### src/rtl/rsa_pkg.sv
// Shared definitions for the RSA datapath slice.
// Purpose : operand widths shared by the 6x6 multiplier and the modular
//           reducer, plus the reducer's state encoding.
// Contents: PROD_W - width of the multiplier product
//           MOD_W  - width of the modulus / remainder
//           mr_state_t - reducer control states (IDLE, BUSY, DONE)
package rsa_pkg;

  localparam int PROD_W = 12;
  localparam int MOD_W  = 6;

  typedef enum logic [1:0] {
    IDLE = 2'd0,
    BUSY = 2'd1,
    DONE = 2'd2
  } mr_state_t;

endpackage

### src/rtl/mod_sub_step.sv
// One restoring shift-subtract step of a binary long division.
// Purpose : shifts the next dividend bit into the partial remainder and
//           subtracts the modulus when the shifted value is large enough.
//           Purely combinational so it can be replicated for an unrolled
//           or pipelined reducer.
// Ports   : r      in  MOD_W    partial remainder, always < n
//           bit_in in  1        next dividend bit (MSB first)
//           n      in  MOD_W    modulus
//           r_next out MOD_W    updated partial remainder, < n
module mod_sub_step #(
  parameter int MOD_W = 6
) (
  input  logic [MOD_W-1:0] r,
  input  logic             bit_in,
  input  logic [MOD_W-1:0] n,
  output logic [MOD_W-1:0] r_next
);

  logic [MOD_W:0] t;
  logic [MOD_W:0] n_ext;

  // The shifted value needs one extra bit; since r < n the result after a
  // conditional subtract fits back in MOD_W bits.
  always_comb begin
    t      = {r, bit_in};
    n_ext  = {1'b0, n};
    r_next = t[MOD_W-1:0];
    if (t >= n_ext) begin
      r_next = MOD_W'(t - n_ext);
    end
  end

endmodule

### src/rtl/mod_reduce.sv
// Sequential modular reducer: remainder = product mod modulus.
// Purpose : sits behind the 6x6 multiplier in the RSA datapath and reduces
//           the 12-bit product one bit per clock with restoring
//           shift-subtract. Valid/ready handshakes on both sides.
// Ports   : clk       in  1       rising-edge clock
//           rst       in  1       synchronous active-high reset
//           in_valid  in  1       product/modulus presented
//           in_ready  out 1       block can accept an operand pair
//           product   in  PROD_W  value to reduce
//           modulus   in  MOD_W   modulus n
//           out_valid out 1       result available
//           out_ready in  1       consumer accepts result
//           remainder out MOD_W   product mod n (0 when not valid)
//           err_div0  out 1       modulus was zero, qualified by out_valid
// Config  : MOD_REDUCE_FASTPATH_EN - when defined, a product already smaller
//           than a nonzero modulus skips the BUSY phase and is reported the
//           cycle after acceptance. Results are identical either way.
module mod_reduce #(
  parameter int PROD_W = rsa_pkg::PROD_W,
  parameter int MOD_W  = rsa_pkg::MOD_W
) (
  input  logic              clk,
  input  logic              rst,
  input  logic              in_valid,
  output logic              in_ready,
  input  logic [PROD_W-1:0] product,
  input  logic [MOD_W-1:0]  modulus,
  output logic              out_valid,
  input  logic              out_ready,
  output logic [MOD_W-1:0]  remainder,
  output logic              err_div0
);

  localparam int CNT_W = $clog2(PROD_W);

  rsa_pkg::mr_state_t state;
  rsa_pkg::mr_state_t next_state;

  logic [PROD_W-1:0] prod_q;
  logic [MOD_W-1:0]  mod_q;
  logic [MOD_W-1:0]  r_q;
  logic [CNT_W-1:0]  cnt_q;
  logic              err_q;
  logic [MOD_W-1:0]  r_step;
  logic              div0;
  logic              fast;

  mod_sub_step #(
    .MOD_W(MOD_W)
  ) u_step (
    .r     (r_q),
    .bit_in(prod_q[cnt_q]),
    .n     (mod_q),
    .r_next(r_step)
  );

  // Accept-time decisions, taken from the live inputs in the IDLE cycle.
  always_comb begin
    div0 = (modulus == '0);
`ifdef MOD_REDUCE_FASTPATH_EN
    fast = !div0 && (product < {{(PROD_W-MOD_W){1'b0}}, modulus});
`else
    fast = 1'b0;
`endif
  end

  // State register.
  always_ff @(posedge clk) begin
    if (rst) begin
      state <= rsa_pkg::IDLE;
    end else begin
      state <= next_state;
    end
  end

  // Next-state logic. DONE always returns through IDLE, so a new operand is
  // never taken on the same edge a result is consumed.
  always_comb begin
    next_state = state;
    case (state)
      rsa_pkg::IDLE: begin
        if (in_valid) begin
          if (div0 || fast) begin
            next_state = rsa_pkg::DONE;
          end else begin
            next_state = rsa_pkg::BUSY;
          end
        end
      end
      rsa_pkg::BUSY: begin
        if (cnt_q == '0) begin
          next_state = rsa_pkg::DONE;
        end
      end
      rsa_pkg::DONE: begin
        if (out_ready) begin
          next_state = rsa_pkg::IDLE;
        end
      end
      default: next_state = rsa_pkg::IDLE;
    endcase
  end

  // Outputs. The remainder is forced to zero outside DONE so partial
  // values from the BUSY phase never leak onto the bus.
  always_comb begin
    in_ready  = (state == rsa_pkg::IDLE);
    out_valid = (state == rsa_pkg::DONE);
    remainder = '0;
    err_div0  = 1'b0;
    if (state == rsa_pkg::DONE) begin
      remainder = r_q;
      err_div0  = err_q;
    end
  end

  // Datapath: capture operands on accept, then walk the product MSB first.
  always_ff @(posedge clk) begin
    if (rst) begin
      prod_q <= '0;
      mod_q  <= '0;
      r_q    <= '0;
      cnt_q  <= '0;
      err_q  <= 1'b0;
    end else begin
      case (state)
        rsa_pkg::IDLE: begin
          if (in_valid) begin
            prod_q <= product;
            mod_q  <= modulus;
            cnt_q  <= CNT_W'(PROD_W - 1);
            err_q  <= div0;
            r_q    <= fast ? product[MOD_W-1:0] : '0;
          end
        end
        rsa_pkg::BUSY: begin
          r_q <= r_step;
          if (cnt_q != '0) begin
            cnt_q <= cnt_q - 1'b1;
          end
        end
        default: begin
        end
      endcase
    end
  end

endmodule

### config.mk
export PLATFORM = sky130hd
export DESIGN_NAME = mod_reduce
export DESIGN_NICKNAME = d
export VERILOG_FILES = /design/src/rtl/rsa_pkg.sv /design/src/rtl/mod_sub_step.sv /design/src/rtl/mod_reduce.sv
export SDC_FILE = /design/constraint.sdc
export NUM_CORES = 1
export LEC_CHECK = 0
export BUFFER_PORTS_ARGS = -buffer_cell sky130_fd_sc_hd__buf_4
export CORE_ASPECT_RATIO = 2
export CORE_MARGIN = 3
export CORE_UTILIZATION = 59
export CTS_CLUSTER_DIAMETER = 40
export DETAILED_ROUTE_END_ITERATION = 8
export HOLD_SLACK_MARGIN = 0.03
export PLACE_DENSITY = 0.84
export SLEW_MARGIN = 10
export SYNTH_ARGS = -nofsm -noshare
export SYNTH_HDL_FRONTEND = slang
export SYNTH_SLANG_ARGS = --single-unit
### constraint.sdc
create_clock -name clk -period 7.4 [get_ports clk]
set_input_delay 0.37 -clock clk [delete_from_list [all_inputs] [get_ports clk]]
set_output_delay 0.37 -clock clk [all_outputs]
set_load 0.02 [all_outputs]
==> flow_metrics.tcl, run 1 <==
set metrics [dict create \
    ys_seq_area_frac 0.373 \
    area_growth_pct 19.8 \
    max_freq_ghz 0.362 \
    clock_sinks 31 \
    pre_cts_ws_ns 4.67 \
    gp_congestion 0.986 \
    drtIter0Drc 18 \
    arrival_ns 2.94 \
    die_y_um 81.1 \
    wire_per_inst_um 14.8 \
    cts_root_buf "clkbuf_8" \
    initial_utilization 0.632 \
    cts_buffer_depth 2 \
    critPathTopFamily "multiplexers" \
    irDropWorstVdd_mv 0.203 \
    dpl-instance-area_um2 1890 \
    final_area_um2 1990 \
    core.rowCount 26 \
    layout.cells.non_filler 261 \
    htree_levels 2 \
    grt_pass1_wl_um 6430 \
    max_stage_delay_ns 0.60 \
    ctsHoldBuffers 0 \
    synth_edf_count 0 \
    grt_usage 0.243 \
    critPathKind "register to register" \
    drc 0 \
    ioPinCount 31 \
    setup-tns-final_ns 0 \
    p_per_area_nw_per_um2 248 \
    worst_slew_pin_slew_ns 0.662 \
    nFillCells 196 \
    setup_viol 0 \
    post-route-period-util 0.373 \
    rsz0062_at_grt "false" \
    ant_nets 0 \
    dp.cells 253 \
    synthCells 203 \
    overflow 0 \
    grt_antenna_before_repair 0 \
    hp-class "input pin to register" \
    slowest_stage "mux4_1" \
    async_flop_share 0 \
    drive_gt1_frac 0.202 \
    maxCapViolCount 0 \
    slew_headroom 0.559 \
    clk_transition_reported_paths_ns 0.06 \
    fin_ws_ns 4.64 \
    clk_latency_ns 0.28 \
    crit_chain "mux4_1 -> nand3_1 -> and3_4 -> ha_1 -> inv_1 -> fa_1 -> nand3_1 -> nand2_1 -> xnor2_1 -> o21ai_1 -> a32o_1" \
    hold_viol_final 0 \
    critPathBufInv 1 \
    avgSynthCellArea_um2 8.20 \
    end_kind "register" \
    power_leakage_nw 0.839 \
    final_max_slew_viol_count 0 \
    status "finished clean" \
    nNetsFinal 262 \
    tritoncts "built" \
    cp_common_cell "nand3_1" \
    whs_ns 0.333 \
    grt_pass1_vias 1553 \
    routed_wirelength_um 3850 \
    via_per_inst 5.83 \
    vias 1521 \
    cts_setup_buffers 0 \
    cp_max_fo 6 \
    cts_buffers 5 \
    netlist_area_um2 1660 \
    min_period_ns 2.76 \
    coreArea_um2 2640 \
    grt_max_degree 30 \
    ys.flop_type "dfxtp_1" \
    port_buffers 30 \
    firstDrtPassIters 4 \
    finalClockSkew_ns 0.00638 \
    worst_setup_path_start_kind "register" \
    die_area_um2 3530 \
    required_ns 7.58 \
    antenna_cells 0 \
    dpl.hpwl_um 2950 \
    ctsResizeCount 0 \
    syn_nets 233 \
    yosys_warnings 0 \
    synth.distinct_cells 42 \
    die_w_um 43.6 \
    synth_seq_cells 31 \
]
tightest hold or removal path, cell delays in order:
cell	delay, ns
buf_4	0.10
nand2_1	0.04
a21oi_1	0.05
worst paths after layout:
check | to | start | slack (ns) | cells past startpoint
worst min-delay path | prod_q[2] | product[2] | 0.33 | 3
worst max register to register | r_q[4] | cnt_q[1] | 4.64 | 11
worst max-delay path | r_q[4] | cnt_q[1] | 4.64 | 11
worst min register to register | prod_q[2] | prod_q[2] | 0.45 | 2
where the power goes:
part	total (mW)	internal (mW)	switching, mW
clock network	0.145	0.0847	0.0603
registers	0.198	0.183	0.0152
logic	0.152	0.0678	0.0842
flip-flops by register name, summed over array words and instances (netlist names):
register,count
r_q,6
mod_q,6
err_q,1
cnt_q,4
prod_q,12
state,2
placed cells by master (no fill, tap or decap), types with 2 or more instances in the layout:
cell type / count
nand2_1: 49
dfxtp_1: 31
buf_4: 30
a21oi_1: 23
nor2_1: 11
inv_1: 9
and2_1: 8
ha_1: 7
clkbuf_8: 7
nand3_1: 4
o21ai_0: 4
o211ai_1: 4
mux4_1: 3
nor2b_1: 3
xnor2_1: 3
nand2b_1: 2
a211oi_1: 2
or4_1: 2
or3_1: 2
o21ai_1: 2
a32o_1: 2
xor2_1: 2
nor3_1: 2
cell usage after synthesis (all sizes together), types with 2 or more instances:
| master | count | area (µm²) |
|---|---|---|
| a211oi | 2 | 15.0 |
| a21oi | 24 | 124 |
| a32o | 2 | 20.0 |
| and2 | 8 | 50.1 |
| clkbuf | 8 | 30.0 |
| dfxtp | 31 | 621 |
| ha | 7 | 87.6 |
| inv | 9 | 33.8 |
| mux4 | 3 | 78.8 |
| nand2 | 50 | 190 |
| nand2b | 2 | 12.5 |
| nand3 | 4 | 20.0 |
| nor2 | 11 | 41.3 |
| nor2b | 3 | 18.8 |
| nor3 | 2 | 10.0 |
| o211ai | 4 | 30.0 |
| o21ai | 7 | 38.8 |
| or3 | 2 | 12.5 |
| or4 | 2 | 15.0 |
| xnor2 | 3 | 26.3 |
| xor2 | 2 | 17.5 |
stage by stage:
stage / power (mW) / utilization
floorplan: 0.314 / -
global placement: 0.345 / 0.719
detailed placement: 0.353 / 0.719
CTS: 0.498 / 0.757
global route: 0.521 / 0.757
finish: 0.495 / 0.757
cell families (layout without fill, tap and decap cells):
logic type,Yosys count,count (layout),share of synthesized area
mux,4,4,0.0534
buf+inv,19,49,0.0519
fa+ha+maj,8,8,0.0647
xor+xnor,5,5,0.0263
compound gates,44,44,0.171
simple gates,92,92,0.260
flops,31,31,0.373
layout make-up:
class / instances / area, µm² / area share
multi-input cells: 153 / 957 / 0.480
flip-flops and latches: 31 / 621 / 0.311
repair buffers: 30 / 225 / 0.113
clock buffers: 8 / 100 / 0.0502
inverters: 11 / 56.3 / 0.0282
well taps: 28 / 35.0 / 0.0176
routing by layer:
metal | up-vias | GRT usage | wire length, µm | part of all wire
met4 | 0 | 0.142 | 120 | 0.031
met5 | - | 0 | 0 | 0
li1 | 752 | - | - | -
met1 | 706 | 0.228 | 1300 | 0.34
met2 | 48 | 0.458 | 2290 | 0.59
met3 | 15 | 0.0488 | 142 | 0.037
Power figures use the tool's default switching activity.
==> run 2: changes to the inputs <==
--- a/config.mk
+++ b/config.mk
@@ -8,11 +8,11 @@
 export BUFFER_PORTS_ARGS = -buffer_cell sky130_fd_sc_hd__buf_4
 export CORE_ASPECT_RATIO = 2
 export CORE_MARGIN = 3
-export CORE_UTILIZATION = 59
+export CORE_UTILIZATION = 49
 export CTS_CLUSTER_DIAMETER = 40
 export DETAILED_ROUTE_END_ITERATION = 8
 export HOLD_SLACK_MARGIN = 0.03
-export PLACE_DENSITY = 0.84
+export PLACE_DENSITY = 0.75
 export SLEW_MARGIN = 10
 export SYNTH_ARGS = -nofsm -noshare
 export SYNTH_HDL_FRONTEND = slang
==> constraint.sdc (replaced) <==
create_clock -name clk -period 2.3 [get_ports clk]
set_input_delay 0.115 -clock clk [delete_from_list [all_inputs] [get_ports clk]]
set_output_delay 0.115 -clock clk [all_outputs]
set_load 0.02 [all_outputs]
==> run 2 against run 1 <==
  * The run now ends with setup timing left
  * Clock skew about the same
  * Hold slack worse by 0.25 ns
  * Clock power rose to 2.8 times the previous value
  * Largest cell class unchanged
  * Count of clock-buffer cells in the layout is 1 lower
  * Register-to-register slack worse by 4.7 ns
==> flow_metrics.tcl, run 2 (synthesis gave the netlist of run 1 again) <==
set metrics [dict create \
    status "finished with violations" \
    violations "setup timing" \
    finalClockSkew_ns 0.00596 \
    port_buffers 30 \
    initial_utilization 0.515 \
    post-route-period-util 1.02 \
    worst_setup_path_start_kind "register" \
    gp_congestion 0.987 \
    area_growth_pct 24.4 \
    rsz0062_at_grt "true" \
    tritoncts "built" \
    nNetsFinal 270 \
    grt_pass1_vias 1479 \
    ant_nets 0 \
    hold_start "product[5]" \
    grt_antenna_before_repair 0 \
    final_core_util 0.641 \
    cp_max_fo 3 \
    wire_per_inst_um 13.8 \
    ioPinCount 31 \
    max_freq_ghz 0.425 \
    grt_max_degree 30 \
    firstDrtPassIters 4 \
    end_kind "register" \
    hold_end "prod_q[5]" \
    grt_usage 0.210 \
    whs_path_depth 3 \
    maxCapViolCount 0 \
    drtIter0Drc 17 \
    hold_viol_final 0 \
    reg2regPathDepth 10 \
    clk_transition_reported_paths_ns 0.06 \
    cts_buffers 5 \
    htree_levels 2 \
    final_common_cell "nand2_1" \
    die_area_um2 4170 \
    reg2reg_slack_ns -0.05 \
    setup-tns-final_ns -0.0984 \
    regMostFlops "prod_q" \
    clock_sinks 31 \
    min_period_ns 2.35 \
    critPathKind "register to register" \
    coreArea_um2 3230 \
    power_leakage_nw 0.862 \
    required_ns 2.47 \
    p_per_area_nw_per_um2 777 \
    largest_register_ffs 12 \
    drc 0 \
    die_w_um 47.2 \
    dpl.hpwl_um 2970 \
    crit_chain "mux4_2 -> nand3_2 -> and3_4 -> ha_4 -> inv_2 -> fa_2 -> buf_4 -> xnor2_2 -> o21ai_1 -> a32o_1" \
    clk_latency_ns 0.28 \
    routed_wirelength_um 3750 \
    fin_ws_ns -0.0513 \
    final_max_slew_viol_count 0 \
    critPathTopFamily "multiplexers" \
    nFillCells 295 \
    irDropWorstVdd_mv 0.610 \
    max_stage_delay_ns 0.51 \
    via_per_inst 5.49 \
    worst_slew_pin_slew_ns 0.669 \
    antenna_cells 0 \
    overflow 0 \
    slowest_stage "mux4_2" \
    cts_buffer_depth 2 \
    hp-class "input pin to register" \
    grt_pass1_wl_um 6250 \
    setup_viol 2 \
    core.rowCount 29 \
    slew_headroom 0.554 \
    worstReg2RegEnd "r_q[2]" \
    vias 1494 \
    cts_root_buf "clkbuf_8" \
    top_regs "prod_q: 12 flops, mod_q: 6 flops, r_q: 6 flops" \
    layout_common_cells "nand2_1, buf_4, dfxtp_1, a21oi_1, nor2_1" \
    arrival_ns 2.52 \
    drive_gt1_frac 0.274 \
    critPathBufInv 2 \
    r2r_start "cnt_q[1]" \
    die_y_um 88.4 \
]
-- run 2: changes by cell type in the layout (fill, tap and decap cells not counted), moves of 2 or more --
cell	previous run	this run
nand3_2	0	3
mux4_1	3	0
clkbuf_8	7	5
mux4_2	0	3
buf_4	30	38
dfxtp_1	31	29
nand3_1	4	1
-- run 2: cell type report --
cell class                 count  area, µm²  share of cell area
timing repair buffer          38        285               0.138
sequential                    31        626               0.302
multi-input combinational    153        983               0.475
inverter                      11       56.3              0.0272
clock inverter                 1       5.00             0.00242
clock buffer                   7       76.3              0.0369
tap                           31       38.8              0.0187
-- run 2: worst register-to-register path: stages (launching register included) --
cell and delay, ns:
dfxtp_4 0.36, mux4_2 0.51, nand3_2 0.08, and3_4 0.19
ha_4 0.13, inv_2 0.04, fa_2 0.35, buf_4 0.15
xnor2_2 0.11, o21ai_1 0.08, a32o_1 0.25
-- run 2: timing repair --
item,in CTS,in global routing
endpoints found under the setup margin,5,5
resized for setup,6,0
pin swaps,6,3
hold endpoints to repair,0,0
gates cloned,0,0
hold buffers,0,0
buffers inserted,0,0
-- run 2: worst max-delay path by stage --
stage | startpoint | endpoint | slack [ns] | cells past startpoint
after floorplan | cnt_q[1] | r_q[4] | -0.05 | 11
after global placement | cnt_q[1] | r_q[4] | -0.05 | 11
after detailed placement | cnt_q[1] | r_q[2] | -0.14 | 10
after CTS | cnt_q[1] | r_q[4] | -0.07 | 11
after global routing | cnt_q[1] | r_q[4] | -0.21 | 11
final | cnt_q[1] | r_q[2] | -0.05 | 10
-- run 2: per-stage QoR --
step | instance area (µm²) | hold slack, ns | instances | worst slack (ns) | power, mW
after floorplan | 1660 | 0.251 | 203 | -0.0495 | 1.02
after CTS | 2070 | 0.0752 | 272 | -0.0721 | 1.62
final | 2070 | 0.0825 | 272 | -0.0513 | 1.61
after detailed placement | 1960 | 0.372 | 264 | -0.136 | 1.20
after global routing | 2070 | 0.0848 | 272 | -0.212 | 1.71
after global placement | 1960 | 0.362 | 264 | -0.0543 | 1.19
-- run 2: layer usage --
layer,vias to the layer above,GRT usage,wire [µm]
met5,-,0,0
met4,0,0.111,140
met3,12,0.0367,120
met2,38,0.406,2230
met1,679,0.186,1250
li1,765,-,-
-- run 2: power by group --
part / switching (mW) / internal, mW / total [mW]
Combinational: 0.297 / 0.274 / 0.572
Sequential: 0.0440 / 0.591 / 0.635
Clock: 0.191 / 0.212 / 0.403
==> run 3: changes to the inputs <==
--- a/config.mk
+++ b/config.mk
@@ -8,11 +8,11 @@
 export BUFFER_PORTS_ARGS = -buffer_cell sky130_fd_sc_hd__buf_4
 export CORE_ASPECT_RATIO = 2
 export CORE_MARGIN = 3
-export CORE_UTILIZATION = 49
+export CORE_UTILIZATION = 36
 export CTS_CLUSTER_DIAMETER = 40
 export DETAILED_ROUTE_END_ITERATION = 8
 export HOLD_SLACK_MARGIN = 0.03
-export PLACE_DENSITY = 0.75
+export RECOVER_POWER = 25
 export SLEW_MARGIN = 10
 export SYNTH_ARGS = -nofsm -noshare
 export SYNTH_HDL_FRONTEND = slang
==> run 3 against run 2 <==
  * The run still ends with setup timing left
  * Count of clock-buffer cells in the layout increased by 1
  * Total power increased by 4.7%
  * Core utilization decreased by 16 points
  * Final cell count increased by 8.8%
  * Final area rose by 2.7%
  * Critical path depth grew 1
==> flow_metrics.tcl, run 3 (synthesis gave the netlist of run 1 again) <==
set metrics [dict create \
    grt.met1_usage 0.145 \
    min_period_ns 2.38 \
    die_area_um2 5520 \
    dpl.hpwl_um 3120 \
    die_y_um 102 \
    cts_buffers 5 \
    use_met2 0.315 \
    critPathBufInv 1 \
    max_stage_delay_ns 0.50 \
    worst_setup_path_start_kind "register" \
    slowest_stage "mux4_2" \
    slew_headroom 0.530 \
    initial_utilization 0.376 \
    core.rowCount 34 \
    p_per_area_nw_per_um2 793 \
    area_growth_pct 27.7 \
    antenna_cells 0 \
    wire_per_inst_um 13.3 \
    cp_common_cell "nand3_2" \
    finalClockSkew_ns 0.00709 \
    crit_chain "mux4_2 -> nand3_2 -> and3_4 -> ha_4 -> inv_1 -> fa_2 -> nand3_2 -> nand2_2 -> xnor2_1 -> o21ai_1 -> a32o_1" \
    clk_latency_ns 0.28 \
    setup_viol 2 \
    required_ns 2.48 \
    coreArea_um2 4420 \
    routed_wirelength_um 3940 \
    rsz0062_at_grt "true" \
    final_common_cell "nand2_1" \
    cts_buffer_depth 2 \
    end_kind "register" \
    grt_antenna_before_repair 0 \
    cts_root_buf "clkbuf_8" \
    clk_transition_reported_paths_ns 0.07 \
    fin_ws_ns -0.0807 \
    port_buffers 30 \
    ioPinCount 31 \
    final_max_slew_viol_count 0 \
    clock_sinks 31 \
    max_freq_ghz 0.420 \
    hp-class "input pin to register" \
    final_core_util 0.480 \
    firstDrtPassIters 2 \
    grt_pass1_wl_um 6400 \
    cts_setup_buffers 0 \
    tritoncts "built" \
    post-route-period-util 1.04 \
    worst_slew_pin_slew_ns 0.703 \
    htree_levels 2 \
    power_leakage_nw 0.872 \
    irDropWorstVdd_mv 0.447 \
    layout_common_cells "nand2_1, buf_4, dfxtp_1, a21oi_1, nor2_1" \
    grt_pass1_vias 1411 \
    cp_max_fo 3 \
    vias 1497 \
    reg2reg_slack_ns -0.08 \
    hold_viol_final 0 \
    maxCapViolCount 0 \
    gp_congestion 0.865 \
    violations "setup timing" \
    largest_register_ffs 12 \
    setup-tns-final_ns -0.132 \
    top_regs "prod_q: 12 flops, mod_q: 6 flops, r_q: 6 flops" \
    grt_usage 0.164 \
    ctsHoldBuffers 0 \
    arrival_ns 2.56 \
    busiest_layer "met2" \
    critPathTopFamily "multiplexers" \
    drc 0 \
    nNetsFinal 271 \
    status "finished with violations" \
    grt_max_degree 30 \
    nFillCells 473 \
    via_per_inst 5.06 \
    drtIter0Drc 11 \
    die_w_um 54.1 \
    ant_nets 0 \
    grt_use_met3 0.0307 \
    critPathKind "register to register" \
    overflow 0 \
    drive_gt1_frac 0.277 \
    regMostFlops "prod_q" \
]
==> run 3: changes by cell type in the layout (fill, tap and decap cells not counted) <==
cell       previous run  this run
clkbuf_8              5         7
a2111oi_0             1         0
a2111oi_1             0         1
clkinv_2              2         1
inv_1                 8         9
inv_2                 1         0
nand2_1              49        48
nand2_2               1         2
==> run 3: worst register-to-register path, delay by kind of cell (launching register included) <==
| kind | cells | cell delay [ns] |
|---|---|---|
| flip-flops | 1 | 0.36 |
| adder cells (fa/ha/maj) | 2 | 0.48 |
| AND/OR/NAND/NOR | 4 | 0.42 |
| multiplexers | 1 | 0.50 |
| buffers and inverters | 1 | 0.05 |
| AO/OA/AOI/OAI | 2 | 0.34 |
| XOR/XNOR | 1 | 0.15 |
==> run 3: area by class of cell <==
cell class	instances	area, µm²	area share
Timing Repair Buffer	39	289	0.136
Clock buffer	8	100	0.0471
Inverter	11	56.3	0.0265
Sequential cell	31	626	0.294
Tap cell	54	67.6	0.0318
Multi-Input combinational cell	153	987	0.464
==> run 3: worst paths after layout <==
path                   start   endpoint  cells after the start
setup / recovery    cnt_q[1]     r_q[4]                     11
hold / removal    product[7]  prod_q[7]                      3
setup reg to reg    cnt_q[1]     r_q[4]                     11
hold reg to reg     mod_q[5]   mod_q[5]                      2
==> run 3: timing repair <==
item	4_1_cts	5_1_grt
gates resized for setup	2	5
setup endpoints to repair	6	6
pin swaps	1	3
==> run 3: routing by layer <==
layer,wire length (µm),part of all wire
met1,1270,0.32
met4,159,0.040
met5,0,0
met3,129,0.033
met2,2380,0.60
==> run 3: power by group <==
part / total, mW / leakage (nW) / switching (mW) / internal, mW
Clock: 0.466 / 0.0515 / 0.194 / 0.273
Sequential: 0.637 / 0.255 / 0.0460 / 0.591
Combinational: 0.582 / 0.565 / 0.298 / 0.284
==> run 3: through the flow <==
stage	cell area (µm²)	setup WS, ns	instances	power (mW)	hold slack [ns]
6_report	2130	-0.0807	296	1.69	0.0822
5_1_grt	2130	-0.225	296	1.80	0.0698
4_1_cts	2110	-0.0720	296	1.71	0.0695
3_5_place_dp	1990	-0.0974	288	1.22	0.369
3_3_place_gp	1990	-0.0692	288	1.21	0.363
2_1_floorplan	1660	-0.0495	203	1.02	0.251
